`src/rtl/aes_xts_out_sequencer_if.sv`:
```
// Handshake bundle between the AES core result port, the XTS output sequencer and the data-out sink.
interface aes_xts_out_sequencer_if #(
    parameter int unsigned DATA_W = 128
);
    logic              inCoreValid;
    logic [DATA_W-1:0] inCoreData;
    logic              outCoreReady;
    logic              outValid;
    logic [DATA_W-1:0] outData;
    logic [4:0]        outBytes;
    logic              outLast;
    logic              inReady;

    // Sequencer side
    modport slave (
        input  inCoreValid, inCoreData, inReady,
        output outCoreReady, outValid, outData, outBytes, outLast
    );

    // Core/sink side (environment)
    modport master (
        output inCoreValid, inCoreData, inReady,
        input  outCoreReady, outValid, outData, outBytes, outLast
    );
endinterface

```
`src/rtl/aes_xts_out_sequencer.sv`:
```
// AES-XTS output sequencer: counts the core blocks of one sector and swaps the last two
// blocks for ciphertext stealing, emitting the stolen block truncated to the tail length.
module aes_xts_out_sequencer #(
    parameter int unsigned DATA_W = 128,
    parameter int unsigned CNT_W  = 16
) (
    input  logic             inClk,
    input  logic             inRstN,
    input  logic             inStart,
    input  logic [CNT_W-1:0] inNumBlocks,
    input  logic [3:0]       inTailBytes,
    output logic             outBusy,
    output logic             outErr,
    output logic             outDone,
    aes_xts_out_sequencer_if.slave bus
);
    localparam int unsigned BYTES_W    = 5;
    localparam int unsigned TAIL_W     = 4;
    localparam int unsigned FULL_BYTES = DATA_W / 8;

    typedef enum logic [2:0] {
        IDLE   = 3'd0,
        STREAM = 3'd1,
        HOLD   = 3'd2,
        TAIL   = 3'd3,
        DRAIN  = 3'd4
    } state_t;

    state_t              r_state;
    logic [CNT_W-1:0]    r_remain;
    logic [TAIL_W-1:0]   r_tail;
    logic [DATA_W-1:0]   r_pend;
    logic                r_valid;
    logic [DATA_W-1:0]   r_data;
    logic [BYTES_W-1:0]  r_bytes;
    logic                r_last;
    logic                r_busy;
    logic                r_err;
    logic                r_done;

    logic                w_out_free;
    logic                w_out_fire;
    logic                w_core_fire;
    logic                w_start_legal;
    logic [CNT_W-1:0]    w_remain_dec;
    logic [DATA_W-1:0]   w_tail_mask;

    assign w_out_free   = !r_valid || bus.inReady;
    assign w_out_fire   = r_valid && bus.inReady;
    assign bus.outCoreReady = ((r_state == STREAM) || (r_state == HOLD)) && w_out_free;
    assign w_core_fire  = bus.inCoreValid && bus.outCoreReady;

    // A tail needs at least two core blocks to steal from.
    assign w_start_legal = (r_state == IDLE) && (inNumBlocks != '0) &&
                           !((inTailBytes != '0) && (inNumBlocks < CNT_W'(2)));

    // Saturating decrement so a stray extra count can never wrap.
    assign w_remain_dec = (r_remain != '0) ? (r_remain - CNT_W'(1)) : '0;

    assign w_tail_mask  = (DATA_W'(1) << {r_tail, 3'b000}) - DATA_W'(1);

    always_ff @(posedge inClk or negedge inRstN) begin
        if (!inRstN) begin
            r_state  <= IDLE;
            r_remain <= '0;
            r_tail   <= '0;
            r_pend   <= '0;
            r_valid  <= 1'b0;
            r_data   <= '0;
            r_bytes  <= '0;
            r_last   <= 1'b0;
            r_busy   <= 1'b0;
            r_err    <= 1'b0;
            r_done   <= 1'b0;
        end else begin
            r_err  <= inStart && !w_start_legal;
            r_done <= 1'b0;
            if (w_out_fire) begin
                r_valid <= 1'b0;
            end

            case (r_state)
                IDLE: begin
                    if (inStart && w_start_legal) begin
                        r_remain <= inNumBlocks;
                        r_tail   <= inTailBytes;
                        r_busy   <= 1'b1;
                        r_state  <= STREAM;
                    end
                end

                STREAM: begin
                    if (w_core_fire) begin
                        r_remain <= w_remain_dec;
                        if ((r_tail != '0) && (r_remain == CNT_W'(2))) begin
                            // Penultimate block is parked; it leaves last, truncated.
                            r_pend  <= bus.inCoreData;
                            r_state <= HOLD;
                        end else begin
                            r_valid <= 1'b1;
                            r_data  <= bus.inCoreData;
                            r_bytes <= BYTES_W'(FULL_BYTES);
                            r_last  <= (r_tail == '0) && (r_remain == CNT_W'(1));
                            if ((r_tail == '0) && (r_remain == CNT_W'(1))) begin
                                r_state <= DRAIN;
                            end
                        end
                    end
                end

                HOLD: begin
                    if (w_core_fire) begin
                        r_remain <= w_remain_dec;
                        r_valid  <= 1'b1;
                        r_data   <= bus.inCoreData;
                        r_bytes  <= BYTES_W'(FULL_BYTES);
                        r_last   <= 1'b0;
                        r_state  <= TAIL;
                    end
                end

                TAIL: begin
                    if (w_out_free) begin
                        r_valid <= 1'b1;
                        r_data  <= r_pend & w_tail_mask;
                        r_bytes <= BYTES_W'(r_tail);
                        r_last  <= 1'b1;
                        r_state <= DRAIN;
                    end
                end

                DRAIN: begin
                    if (w_out_fire && r_last) begin
                        r_done  <= 1'b1;
                        r_busy  <= 1'b0;
                        r_state <= IDLE;
                    end
                end

                default: r_state <= IDLE;
            endcase
        end
    end

    assign bus.outValid = r_valid;
    assign bus.outData  = r_data;
    assign bus.outBytes = r_bytes;
    assign bus.outLast  = r_last;
    assign outBusy      = r_busy;
    assign outErr       = r_err;
    assign outDone      = r_done;
endmodule

```
`src/flat_wrapper.sv`:
```
// flat-port wrapper written by rule: the top's interface ports become plain ports
module aes_xts_out_sequencer_flat 
#(
    parameter int unsigned DATA_W = 128,
    parameter int unsigned CNT_W  = 16
)
  (inClk, inRstN, inStart, inNumBlocks, inTailBytes, outBusy, outErr, outDone, bus_inCoreValid, bus_inCoreData, bus_inReady, bus_outCoreReady, bus_outValid, bus_outData, bus_outBytes, bus_outLast);
  aes_xts_out_sequencer_if #(.DATA_W(DATA_W)) bus_i ();
  input  logic inClk;
  input  logic inRstN;
  input  logic inStart;
  input  logic [CNT_W-1:0] inNumBlocks;
  input  logic [3:0] inTailBytes;
  output logic outBusy;
  output logic outErr;
  output logic outDone;
  input wire logic [$bits(bus_i.inCoreValid)-1:0] bus_inCoreValid;
  input wire logic [$bits(bus_i.inCoreData)-1:0] bus_inCoreData;
  input wire logic [$bits(bus_i.inReady)-1:0] bus_inReady;
  output wire logic [$bits(bus_i.outCoreReady)-1:0] bus_outCoreReady;
  output wire logic [$bits(bus_i.outValid)-1:0] bus_outValid;
  output wire logic [$bits(bus_i.outData)-1:0] bus_outData;
  output wire logic [$bits(bus_i.outBytes)-1:0] bus_outBytes;
  output wire logic [$bits(bus_i.outLast)-1:0] bus_outLast;
  assign bus_i.inCoreValid = bus_inCoreValid;
  assign bus_i.inCoreData = bus_inCoreData;
  assign bus_i.inReady = bus_inReady;
  assign bus_outCoreReady = bus_i.outCoreReady;
  assign bus_outValid = bus_i.outValid;
  assign bus_outData = bus_i.outData;
  assign bus_outBytes = bus_i.outBytes;
  assign bus_outLast = bus_i.outLast;
  aes_xts_out_sequencer #(.DATA_W(DATA_W), .CNT_W(CNT_W)) u_core (.inClk(inClk), .inRstN(inRstN), .inStart(inStart), .inNumBlocks(inNumBlocks), .inTailBytes(inTailBytes), .outBusy(outBusy), .outErr(outErr), .outDone(outDone), .bus(bus_i));
endmodule
```
`config.mk`:
```
export PLATFORM = sky130hd
export DESIGN_NAME = aes_xts_out_sequencer_flat
export DESIGN_NICKNAME = d
export VERILOG_FILES = /design/src/rtl/aes_xts_out_sequencer_if.sv /design/src/rtl/aes_xts_out_sequencer.sv /design/src/flat_wrapper.sv
export SDC_FILE = /design/constraint.sdc
export NUM_CORES = 1
export LEC_CHECK = 0
export ABC_AREA = 1
export BUFFER_PORTS_ARGS = -buffer_cell sky130_fd_sc_hd__buf_4
export CAP_MARGIN = 0
export CORE_MARGIN = 2
export CORE_UTILIZATION = 28
export CTS_CLUSTER_DIAMETER = 150
export DETAILED_ROUTE_END_ITERATION = 16
export PLACE_DENSITY_LB_ADDON = 0.12
export SLEW_MARGIN = 20
export SYNTH_ARGS = -nofsm -noshare
export SYNTH_HDL_FRONTEND = slang
export SYNTH_SLANG_ARGS = --single-unit
```
`constraint.sdc`:
```
create_clock -name inClk -period 4.7 [get_ports inClk]
set_input_delay 0.94 -clock inClk [delete_from_list [all_inputs] [get_ports inClk]]
set_output_delay 0.94 -clock inClk [all_outputs]
set_load 0.03 [all_outputs]
```
==> out/qor.csv <==
metric,value,unit
placed cell count,2478,
sw frac,40.79,%
TritonCTS clock tree,done,
Multi-input gate area,5024,um^2
Core Region,46360,um^2
clock tree sinks,281,
internal power,0.006018,W
startpoint types,flip-flop,
Crit. End Element,flip-flop,
Layout Skew,0.01978,ns
slew at the pin with the worst max-slew slack,1.070,ns
GR Util met3,3.450,%
CTS H-tree depth,2,
port bufs,291,
antenna-violating nets left,0,
Finish-stage setup viols,0,
RD Place Congestion,0.8017,
CP Class,reg2reg,
Tot Pwr,0.01016,W
crit-path max FO,101,
Post-CTS Hold Buffers,0,
Fmax achieved,309.4,MHz
Clock Path Buffers,3,
MaxCap Viol Count,0,
Via Count,11356,
Layout fillers,4891,
Leak,8.737,nW
Top Usage Layer GRT,met2,
Setup WS pre-CTS,1.244,ns
register area,7032,um^2
Final min period,3.232,ns
Synth cell types,35,
drt total wl,40440,um
DRC viols,0,
Layout Utilization,36.40,%
cell with the most instances after synthesis,nand2_1,
final non-filler cell total,2540,
post_cts resized,0,
vias in the first global route,11112,
Worst EP required,5.08,ns
Starting Density,28.28,%
Die Footprint,48570,um^2
endpoints failing hold,0,
Avg Inst Size Synth,7.946,um^2
largest area contributor in the netlist,dfrtp_1,
number of synthesized flops with an enable pin,0,
ys async rst share,100.0,%
Peak VDD IR,0.3192,mV
WL/cell,15.92,um
clk_lat worst skew,0.53,ns
IO Count,292,
P_sw,0.004146,W
clk root buf,clkbuf_16,
Worst-path clk slew,0.06,ns
share of cells above drive strength 1,20.54,%
area grow syn2layout,28.70,%
drt via density,4.471,
min-delay worst type,in2async,
M2 GR Usage,26.60,%
first-pass GRT wire length,63240,um
combinational share of power,38.6,%
Commonest cells post-synth,"nand2_1, dfrtp_1, o21ai_0",
largest net degree at the start of global routing,102,
largest cells by area after synthesis,"dfrtp_1, nand2_1, o21ai_0",
Post-CTS Setup Inserts,0,
Post-Syn Area,13110,um^2
Site Rows,79,
GR Overflow Total,0,
Sequential Power Share,34.6,%
Final WS setup,1.468,ns
YS warnings,0,
slew margin rel.,28.56,%
antenna violations before repair,2,
pwr dens,602.4,nW/um^2
GRT Total Usage,16.66,%
area share of the largest cell type after synthesis,53.63,%
dominant synthesized flop cell,dfrtp_1,
Synthesized Nets,1807,
critical path data arrival time,3.62,ns
Detail Placement HPWL,27050,um
RSZ-0062 raised after global routing,no,
status,completed,
Mapped Cells,1650,
Setup TNS,0,ns
Synth Register Bits,281,
die width,220.4,um
DR iter-0 viols,736,
CTS buffer count,36,
Die Height,220.4,um
register area share after synthesis,53.63,%
fin crit share,68.77,%
Clock Power Share,26.9,%
max-slew violations,0,
Pre-Repair DR Iteration Count,5,
Layout Nets,2066,
M1 GR Usage,22.79,%
Inserted Diodes,0,
## per-stage QoR
| step | hold WS, ns | area (um^2) |
|---|---|---|
| after floorplan | 0.4424 | 13110 |
| after global placement | 0.4552 | 15720 |
| after detailed placement | 0.4643 | 15720 |
| after CTS | 0.3919 | 16870 |
| after global routing | 0.4314 | 16870 |
| final | 0.3705 | 16870 |
## area by class of cell
| type | instances | share of cell area [%] |
|---|---|---|
| Sequential cell | 281 | 41.67 |
| Timing Repair Buffer | 304 | 13.79 |
| Tap cell | 607 | 4.501 |
| Clock buffer | 57 | 6.406 |
| Clock inverter | 5 | 0.4449 |
| Multi-Input combinational cell | 1135 | 29.77 |
| Inverter | 151 | 3.418 |
## path summary, 6_finish.rpt
check	startpoint	endpoint	slack [ns]	cells past startpoint
setup / recovery	u_core.r_state[2]	u_core.r_pend[84]	1.47	9
hold / removal	inRstN	u_core.r_remain[15]	0.37	1
setup reg to reg	u_core.r_state[2]	u_core.r_pend[84]	1.47	9
hold reg to reg	u_core.outBusy	u_core.outBusy	0.47	2
max in group asynchronous	inRstN	u_core.bus.outData[69]	3.13	2
min in group inClk	u_core.outBusy	u_core.outBusy	0.47	2
## critical path, stage by stage (launching register included)
cell	delay, ns
dfrtp_1	0.45
nor2_1	0.28
nand2_1	0.14
nand2_2	0.20
nand3_4	0.14
nor2_4	0.78
inv_6	0.48
buf_4	0.40
nand2_1	0.09
o21ai_1	0.07
## registers in the layout, summed over array words and instances (netlist names), 3 cells and up
register / flops
u_core.r_pend: 120
u_core.r_remain: 16
u_core.r_tail: 4
u_core.bus.outData: 128
u_core.r_state: 3
u_core.bus.outBytes: 5
## kinds of logic (layout without fill, tap and decap cells)
group           Yosys count  count (layout)  share of synthesized area, %
compound gates          305             305                         12.86
xor+xnor                  6               6                        0.4008
flops                   281             281                         53.63
fa+ha+maj                 4               4                        0.3817
buf+inv                 234             517                         8.073
simple gates            820             820                         24.65
## per-layer routing
metal / vias to the layer above / wire, um
li1: 5726 / -
met1: 5332 / 18730
met2: 242 / 18610
met3: 52 / 2246
met4: 4 / 818
met5: - / 27
## power groups by stage
| stage | clock network, W | registers [W] | logic (W) |
|---|---|---|---|
| 2_1_floorplan | 0 | 0.00449 | 0.00141 |
| 3_3_place_gp | 0 | 0.00355 | 0.00396 |
| 3_5_place_dp | 0 | 0.00354 | 0.00398 |
| 4_1_cts | 0.00284 | 0.00352 | 0.00399 |
| 5_1_grt | 0.00294 | 0.00359 | 0.00431 |
| 6_report | 0.00273 | 0.00351 | 0.00392 |
## cell usage in the layout (no fill, tap or decap), types with 5 or more instances in the layout
master and count:
nor3_1 5, nand3_1 78, nor2_1 65, o21ai_2 22, clkbuf_8 8, a21oi_1 15
dfrtp_1 281, nand2_1 658, xor2_1 5, inv_2 5, o21ai_0 154, o31ai_1 9
buf_4 300, clkbuf_1 12, nor2_2 6, clkbuf_16 37, o21ai_1 87, a22oi_1 8
inv_1 142
(Power assumes the default switching activity.)
